--- src/rtl/apb_master_arbiter.sv ---
// apb_master_arbiter
//   Shares one APB master port (8-bit address, 32-bit data) among NUM_REQ
//   local requesters with round-robin arbitration. Each accepted request is
//   run through the APB SETUP and ACCESS phases. The completion (read data
//   and error status) is returned to the requester that owned the transfer.
//   Back-to-back transfers re-arbitrate in the ACCESS cycle that sees pready,
//   so the bus goes straight from ACCESS to the next SETUP without an idle gap.
//
// Ports
//   pclk, preset_n          clock, synchronous active-low reset
//   req_valid/ready         per-requester handshake (ready is one-hot or zero)
//   req_write/addr/wdata    per-requester command, requester i in slice i
//   rsp_valid               one-cycle completion pulse to the owning requester
//   rsp_rdata, rsp_slverr   completion payload, valid with rsp_valid
//   psel..pwdata            APB master outputs
//   prdata, pready, pslverr APB slave responses
//
// State table
//   state     | meaning
//   ST_IDLE   | bus idle, arbitrating every cycle
//   ST_SETUP  | APB setup phase (psel=1, penable=0), lasts one cycle
//   ST_ACCESS | APB access phase (psel=1, penable=1), waiting for pready
module apb_master_arbiter #(
  parameter int NUM_REQ        = 4,
  parameter int TIMEOUT_CYCLES = 16
) (
  input  logic                  pclk,
  input  logic                  preset_n,
  input  logic [NUM_REQ-1:0]    req_valid,
  output logic [NUM_REQ-1:0]    req_ready,
  input  logic [NUM_REQ-1:0]    req_write,
  input  logic [NUM_REQ*8-1:0]  req_addr,
  input  logic [NUM_REQ*32-1:0] req_wdata,
  output logic [NUM_REQ-1:0]    rsp_valid,
  output logic [31:0]           rsp_rdata,
  output logic                  rsp_slverr,
  output logic                  psel,
  output logic                  penable,
  output logic                  pwrite,
  output logic [7:0]            paddr,
  output logic [31:0]           pwdata,
  input  logic [31:0]           prdata,
  input  logic                  pready,
  input  logic                  pslverr
);

  localparam int IDX_W = (NUM_REQ > 1) ? $clog2(NUM_REQ) : 1;
  localparam int TMO_W = (TIMEOUT_CYCLES > 0) ? $clog2(TIMEOUT_CYCLES + 1) : 1;
  localparam logic [NUM_REQ-1:0] ONE_HOT0 = NUM_REQ'(1);
  localparam logic [TMO_W-1:0]   TMO_LOAD = TMO_W'(TIMEOUT_CYCLES);

  typedef enum logic [1:0] {
    ST_IDLE   = 2'd0,
    ST_SETUP  = 2'd1,
    ST_ACCESS = 2'd2
  } state_t;

  state_t           state_q, state_d;
  logic [IDX_W-1:0] last_grant_q;
  logic [IDX_W-1:0] owner_q;
  logic [TMO_W-1:0] tmo_cnt_q;

  logic [IDX_W-1:0] winner;
  logic [IDX_W:0]   cand;
  logic             win_found;
  logic             arb_en;
  logic             accept;
  logic             timeout;
  logic             done;
  logic             sel_write;
  logic [7:0]       sel_addr;
  logic [31:0]      sel_wdata;

  // Round-robin search starting just after the last grant, with wrap-around.
  // cand carries one extra bit so last_grant + k never overflows before the
  // modulo correction.
  always_comb begin
    win_found = 1'b0;
    winner    = '0;
    cand      = '0;
    for (int k = 1; k <= NUM_REQ; k++) begin
      cand = {1'b0, last_grant_q} + (IDX_W+1)'(k);
      if (cand >= (IDX_W+1)'(NUM_REQ)) begin
        cand = cand - (IDX_W+1)'(NUM_REQ);
      end
      if (!win_found && req_valid[cand[IDX_W-1:0]]) begin
        win_found = 1'b1;
        winner    = cand[IDX_W-1:0];
      end
    end
  end

  always_comb begin
    sel_write = 1'b0;
    sel_addr  = '0;
    sel_wdata = '0;
    for (int i = 0; i < NUM_REQ; i++) begin
      if (winner == IDX_W'(i)) begin
        sel_write = req_write[i];
        sel_addr  = req_addr[i*8 +: 8];
        sel_wdata = req_wdata[i*32 +: 32];
      end
    end
  end

  // The down-counter is loaded on accept and reaches 1 on the last permitted
  // waited ACCESS cycle; a timeout ends the transfer without arbitrating.
  // Acceptance is gated by preset_n so no requester sees a handshake that the
  // reset edge would throw away.
  assign timeout = (TIMEOUT_CYCLES != 0) && (state_q == ST_ACCESS) && !pready &&
                   (tmo_cnt_q == TMO_W'(1));
  assign done    = (state_q == ST_ACCESS) && (pready || timeout);
  assign arb_en  = (state_q == ST_IDLE) || ((state_q == ST_ACCESS) && pready);
  assign accept  = preset_n && arb_en && win_found;

  assign req_ready = accept ? (ONE_HOT0 << winner) : '0;
  assign psel      = (state_q != ST_IDLE);
  assign penable   = (state_q == ST_ACCESS);

  always_comb begin
    state_d = state_q;
    case (state_q)
      ST_IDLE: begin
        if (accept) state_d = ST_SETUP;
      end
      ST_SETUP: begin
        state_d = ST_ACCESS;
      end
      ST_ACCESS: begin
        if (pready) begin
          state_d = accept ? ST_SETUP : ST_IDLE;
        end else if (timeout) begin
          state_d = ST_IDLE;
        end
      end
      default: state_d = ST_IDLE;
    endcase
  end

  always_ff @(posedge pclk) begin
    if (!preset_n) begin
      state_q      <= ST_IDLE;
      last_grant_q <= IDX_W'(NUM_REQ - 1);
      owner_q      <= '0;
      tmo_cnt_q    <= '0;
      pwrite       <= 1'b0;
      paddr        <= '0;
      pwdata       <= '0;
      rsp_valid    <= '0;
      rsp_rdata    <= '0;
      rsp_slverr   <= 1'b0;
    end else begin
      state_q   <= state_d;
      rsp_valid <= '0;

      if (done) begin
        rsp_valid  <= ONE_HOT0 << owner_q;
        rsp_rdata  <= (timeout || pwrite) ? 32'h0 : prdata;
        rsp_slverr <= timeout | pslverr;
      end

      if (accept) begin
        last_grant_q <= winner;
        owner_q      <= winner;
        pwrite       <= sel_write;
        paddr        <= sel_addr;
        pwdata       <= sel_wdata;
        tmo_cnt_q    <= TMO_LOAD;
      end else if ((state_q == ST_ACCESS) && !pready && (tmo_cnt_q != '0)) begin
        tmo_cnt_q <= tmo_cnt_q - TMO_W'(1);
      end
    end
  end

endmodule

--- config.mk ---
export PLATFORM = sky130hd
export DESIGN_NAME = apb_master_arbiter
export DESIGN_NICKNAME = d
export VERILOG_FILES = /design/src/rtl/apb_master_arbiter.sv
export SDC_FILE = /design/constraint.sdc
export NUM_CORES = 1
export LEC_CHECK = 0
export ABC_AREA = 0
export BUFFER_PORTS_ARGS = -buffer_cell sky130_fd_sc_hd__buf_2
export CAP_MARGIN = 20
export CORE_AREA = 2 2 110 112
export DETAILED_ROUTE_END_ITERATION = 10
export DIE_AREA = 0 0 112 114
export PLACE_DENSITY = 0.72
export REMOVE_ABC_BUFFERS = 1
export SLEW_MARGIN = 15
export SYNTH_ARGS = -nofsm -noshare
export SYNTH_HDL_FRONTEND = slang
export SYNTH_SLANG_ARGS = --single-unit
--- constraint.sdc ---
create_clock -name pclk -period 2.1 [get_ports pclk]
set_input_delay 0.315 -clock pclk [delete_from_list [all_inputs] [get_ports pclk]]
set_output_delay 0.315 -clock pclk [all_outputs]
set_load 0.05 [all_outputs]
==> Flow_metrics.wiki <==
{| class="wikitable"
! Metric !! Value
|-
| DP HPWL || between 10 and 15 mm
|-
| Adder-cell area share of the yosys netlist || less than 1%
|-
| Highest fanout seen on the critical path || 3
|-
| Number of enable flip-flop cells after synthesis || 0
|-
| Routed Wire Length || between 15 and 20 mm
|-
| Worst-margin pin slew || between 0.4 and 0.5 ns
|-
| Critical setup path kind || flop to output port
|-
| Violations in the final reports || setup timing
|-
| Number of warnings reported in the yosys synthesis log || 0
|-
| Leakage Power || 2.918 nW
|-
| Count of max-cap constraint violations || 0
|-
| DR vias/cell || about 5.5
|-
| Number of sinks handled by clock tree synthesis || 89
|-
| Most common cell after layout, fill and taps aside || buf_2
|-
| Drt first-iter violations || 329
|-
| Remaining global-route overflow || 0
|-
| Row Count || 40
|-
| CTS H-tree depth || 3
|-
| Cell count after synthesis || ~490
|-
| Net count reported at finish || slightly below 1,000
|-
| Max Freq || 469.2 MHz
|-
| Clock edge transition at the registers on the reported setup and hold paths || about 0.07 ns
|-
| Width of the die || approximately 110 um
|-
| Initial core utilization || between 30% and 40%
|-
| Unrepaired setup endpoints after global routing || yes
|-
| Die Height || 114 um
|-
| Cts bufs inserted || 9
|-
| Multiplexer area fraction after synthesis || around 4.7%
|-
| Number of I/O pins || between 200 and 300
|-
| Total via count in the routed design || about 5,000
|-
| Hold-fix buffers, CTS || 0
|-
| Async set-or-reset flop fraction in the synthesized netlist || 0%
|-
| Synth area leaders || dfxtp_1 42%, a22oi_1 9.0%, o221ai_1 8.4%
|-
| Fraction of the yosys area taken by sequential cells || 41.80%
|-
| Post-synthesis instance area || 0.004263 mm^2
|-
| Clock Root Buffer || clkbuf_16
|-
| Die Outline Area || 0.01277 mm^2
|-
| Layout fillers || about 1,100
|-
| Flip-flop and latch count after synthesis || 89
|-
| Synth unique cells || 42
|-
| Detailed-route DRC error count || 0
|-
| Placed cell area || 0.005899 mm^2
|-
| All-layer global routing usage || roughly a quarter
|-
| Normalized max-slew margin || ~72%
|-
| IO Port Bufs || between 200 and 300
|-
| Clock insertion delay at the later pin of the skew report || 0.33 ns
|-
| Worst EP required || approximately 1.8 ns
|-
| Dominant register cell in the synthesized netlist || dfxtp_1
|-
| Pin count of the biggest net entering global routing || 46
|-
| Worst hold path type || input port to flop
|-
| Data arrival time of the critical path || between 1.5 and 2 ns
|-
| Buffer depth of the longest clock path || 2
|-
| Worst slack on hold paths || 0.2293 ns
|-
| XOR/XNOR Fraction of Synth Area || less than 1%
|-
| Fraction of the mapped netlist area in compound gates || a little under a third
|-
| Ratio of total power to cell area || ~900 mW/mm^2
|-
| Post-synthesis to final-layout area growth || 46.55%
|-
| CTS tree || done
|-
| Final worst-path cycle share || 101.5%
|-
| Antenna violations before repair || 6
|-
| Avg Synthesized Cell Area || between 8 and 9 um^2
|-
| Run status || complete, but fails checks
|-
| Combinational family with the most area after synthesis || compound AO/OA/AOI/OAI gates
|-
| Layout Utilization || around 53%
|-
| Final period demand of the worst path || 2.131 ns
|-
| Post-Layout Inst Area || approximately 0.0062 mm^2
|-
| Largest area contributor in the synthesized netlist || dfxtp_1
|-
| Number of global-route vias before repair || around 5,000
|-
| Commonest cells after routing, fill and taps aside || 284 x buf_2, 88 x dfxtp_1, 51 x a22oi_1
|-
| Summed negative setup slack over all endpoints || -0.03131 ns
|-
| Initial DRT Pass Iterations || 4
|-
| Highest ir drop seen on vdd || 553.9 uV
|-
| Fraction of layout cells with a size suffix above 1 || between 40 and 50%
|-
| Count of endpoints failing setup in the final report || 1
|-
| Share of Yosys cell area claimed by the top area cell type || 41.80%
|-
| Final setup skew || about 0.0072 ns
|-
| Routed wire length per instance || approximately 17 um
|-
| Simple-gate portion of the synthesized area || 14.82%
|-
| Wire length of the first global-routing pass || 24.01 mm
|-
| Final RePlAce weighted congestion || approximately 0.88
|-
| Final hold violation count || 0
|-
| Max-slew violation total from the final report || 0
|-
| Crit. End Element || output port
|-
| Element type at the critical path start || flop
|-
| Number of nets still failing antenna checks after routing || 0
|-
| Setup slack of the critical path after layout || -0.03131 ns
|-
| Floorplan core area || about 0.012 mm^2
|}
synthesized netlist by cell type (2+ instances only):
| library cell | instances |
|---|---|
| o211ai_1 | 2 |
| nor3b_1 | 2 |
| nor2_2 | 2 |
| xor2_1 | 3 |
| inv_1 | 5 |
| and2_1 | 22 |
| buf_4 | 6 |
| nor2b_1 | 4 |
| ha_1 | 3 |
| a21boi_0 | 2 |
| o21ai_0 | 3 |
| nor2_1 | 47 |
| a21oi_1 | 23 |
| o21ai_1 | 23 |
| a22oi_1 | 51 |
| nand2b_1 | 4 |
| a221oi_1 | 22 |
| o211a_1 | 2 |
| o22a_1 | 3 |
| nor3_1 | 3 |
| or2_2 | 2 |
| clkbuf_1 | 23 |
| buf_2 | 12 |
| o221ai_1 | 41 |
| dfxtp_1 | 89 |
| nand2_1 | 50 |
| o22ai_1 | 2 |
| mux2i_1 | 20 |
final timing paths:
path / cells after the start / startpoint / end / slack (ns)
worst min-delay path: 3 / prdata[25] / rsp_rdata[25] / 0.23
worst max register to register: 9 / state_q[1] / pwdata[28] / 0.16
worst max-delay path: 7 / state_q[1] / req_ready[0] / -0.03
worst min register to register: 2 / pwdata[8] / pwdata[8] / 0.45
per-layer routing:
layer  track usage, %  vias to the layer above  wire length [um]
met5                0                        -                 0
met4            12.36                        0               482
li1                 -                     2391                 -
met3            7.333                       35              1352
met1            25.67                     2350              5997
met2            41.45                      256              7828
cell type report:
type / instances / area [um^2] / share of cell area [%]
clock buffer: 11 / 252.7 / 4.046
clock inverter: 5 / 37.54 / 0.6008
inverter: 7 / 31.28 / 0.5007
sequential: 89 / 1783 / 28.54
timing repair buffer: 309 / 1663 / 26.62
multi-input combinational: 347 / 2281 / 36.51
tap: 147 / 183.9 / 2.944
antenna: 6 / 15.01 / 0.2403
sequential cells by signal (all words and copies together) (netlist names):
signal / flops
state_q: 2
pwdata: 32
last_grant_q: 2
rsp_rdata: 32
tmo_cnt_q: 5
owner_q: 2
rsp_slverr: 1
pwrite: 1
paddr: 8
rsp_valid: 4
stage by stage:
step / power (mW) / instances / setup WS [ns]
2_1_floorplan: 3.363 / 443 / -1.092
3_3_place_gp: 4.046 / 895 / 0.1645
3_5_place_dp: 4.097 / 895 / 0.08245
4_1_cts: 5.662 / 914 / -0.04019
5_1_grt: 5.899 / 921 / -0.1039
6_report: 5.626 / 921 / -0.03131
report_power, final:
part | internal [mW] | leakage (nW) | switching [mW]
clock | 0.871 | 0.138 | 0.674
combinational | 0.680 | 2.05 | 1.39
sequential | 1.89 | 0.731 | 0.124
critical path, stage by stage (launching register included):
cell	delay [ns]
dfxtp_2	0.32
nor2b_1	0.11
or3_4	0.35
a21o_4	0.22
clkinv_4	0.05
o211ai_1	0.10
nor2_1	0.15
buf_6	0.18
repair_timing:
item                                    in CTS  in global routing
buffers inserted                             3                  1
endpoints found under the setup margin       2                  3
resized for setup                            3                  2
pin swaps                                    1                  1
hold endpoints to repair                     0                  0
kinds of logic (layout without fill, tap and decap cells):
logic type / after synthesis / count (layout)
buffers and inverters: 49 / 332
other: 0 / 6
AND/OR/NAND/NOR: 139 / 139
flip-flops: 89 / 89
XOR/XNOR: 4 / 4
adder cells (fa/ha/maj): 3 / 3
AO/OA/AOI/OAI: 181 / 181
multiplexers: 20 / 20
(Power assumes the default switching activity.)
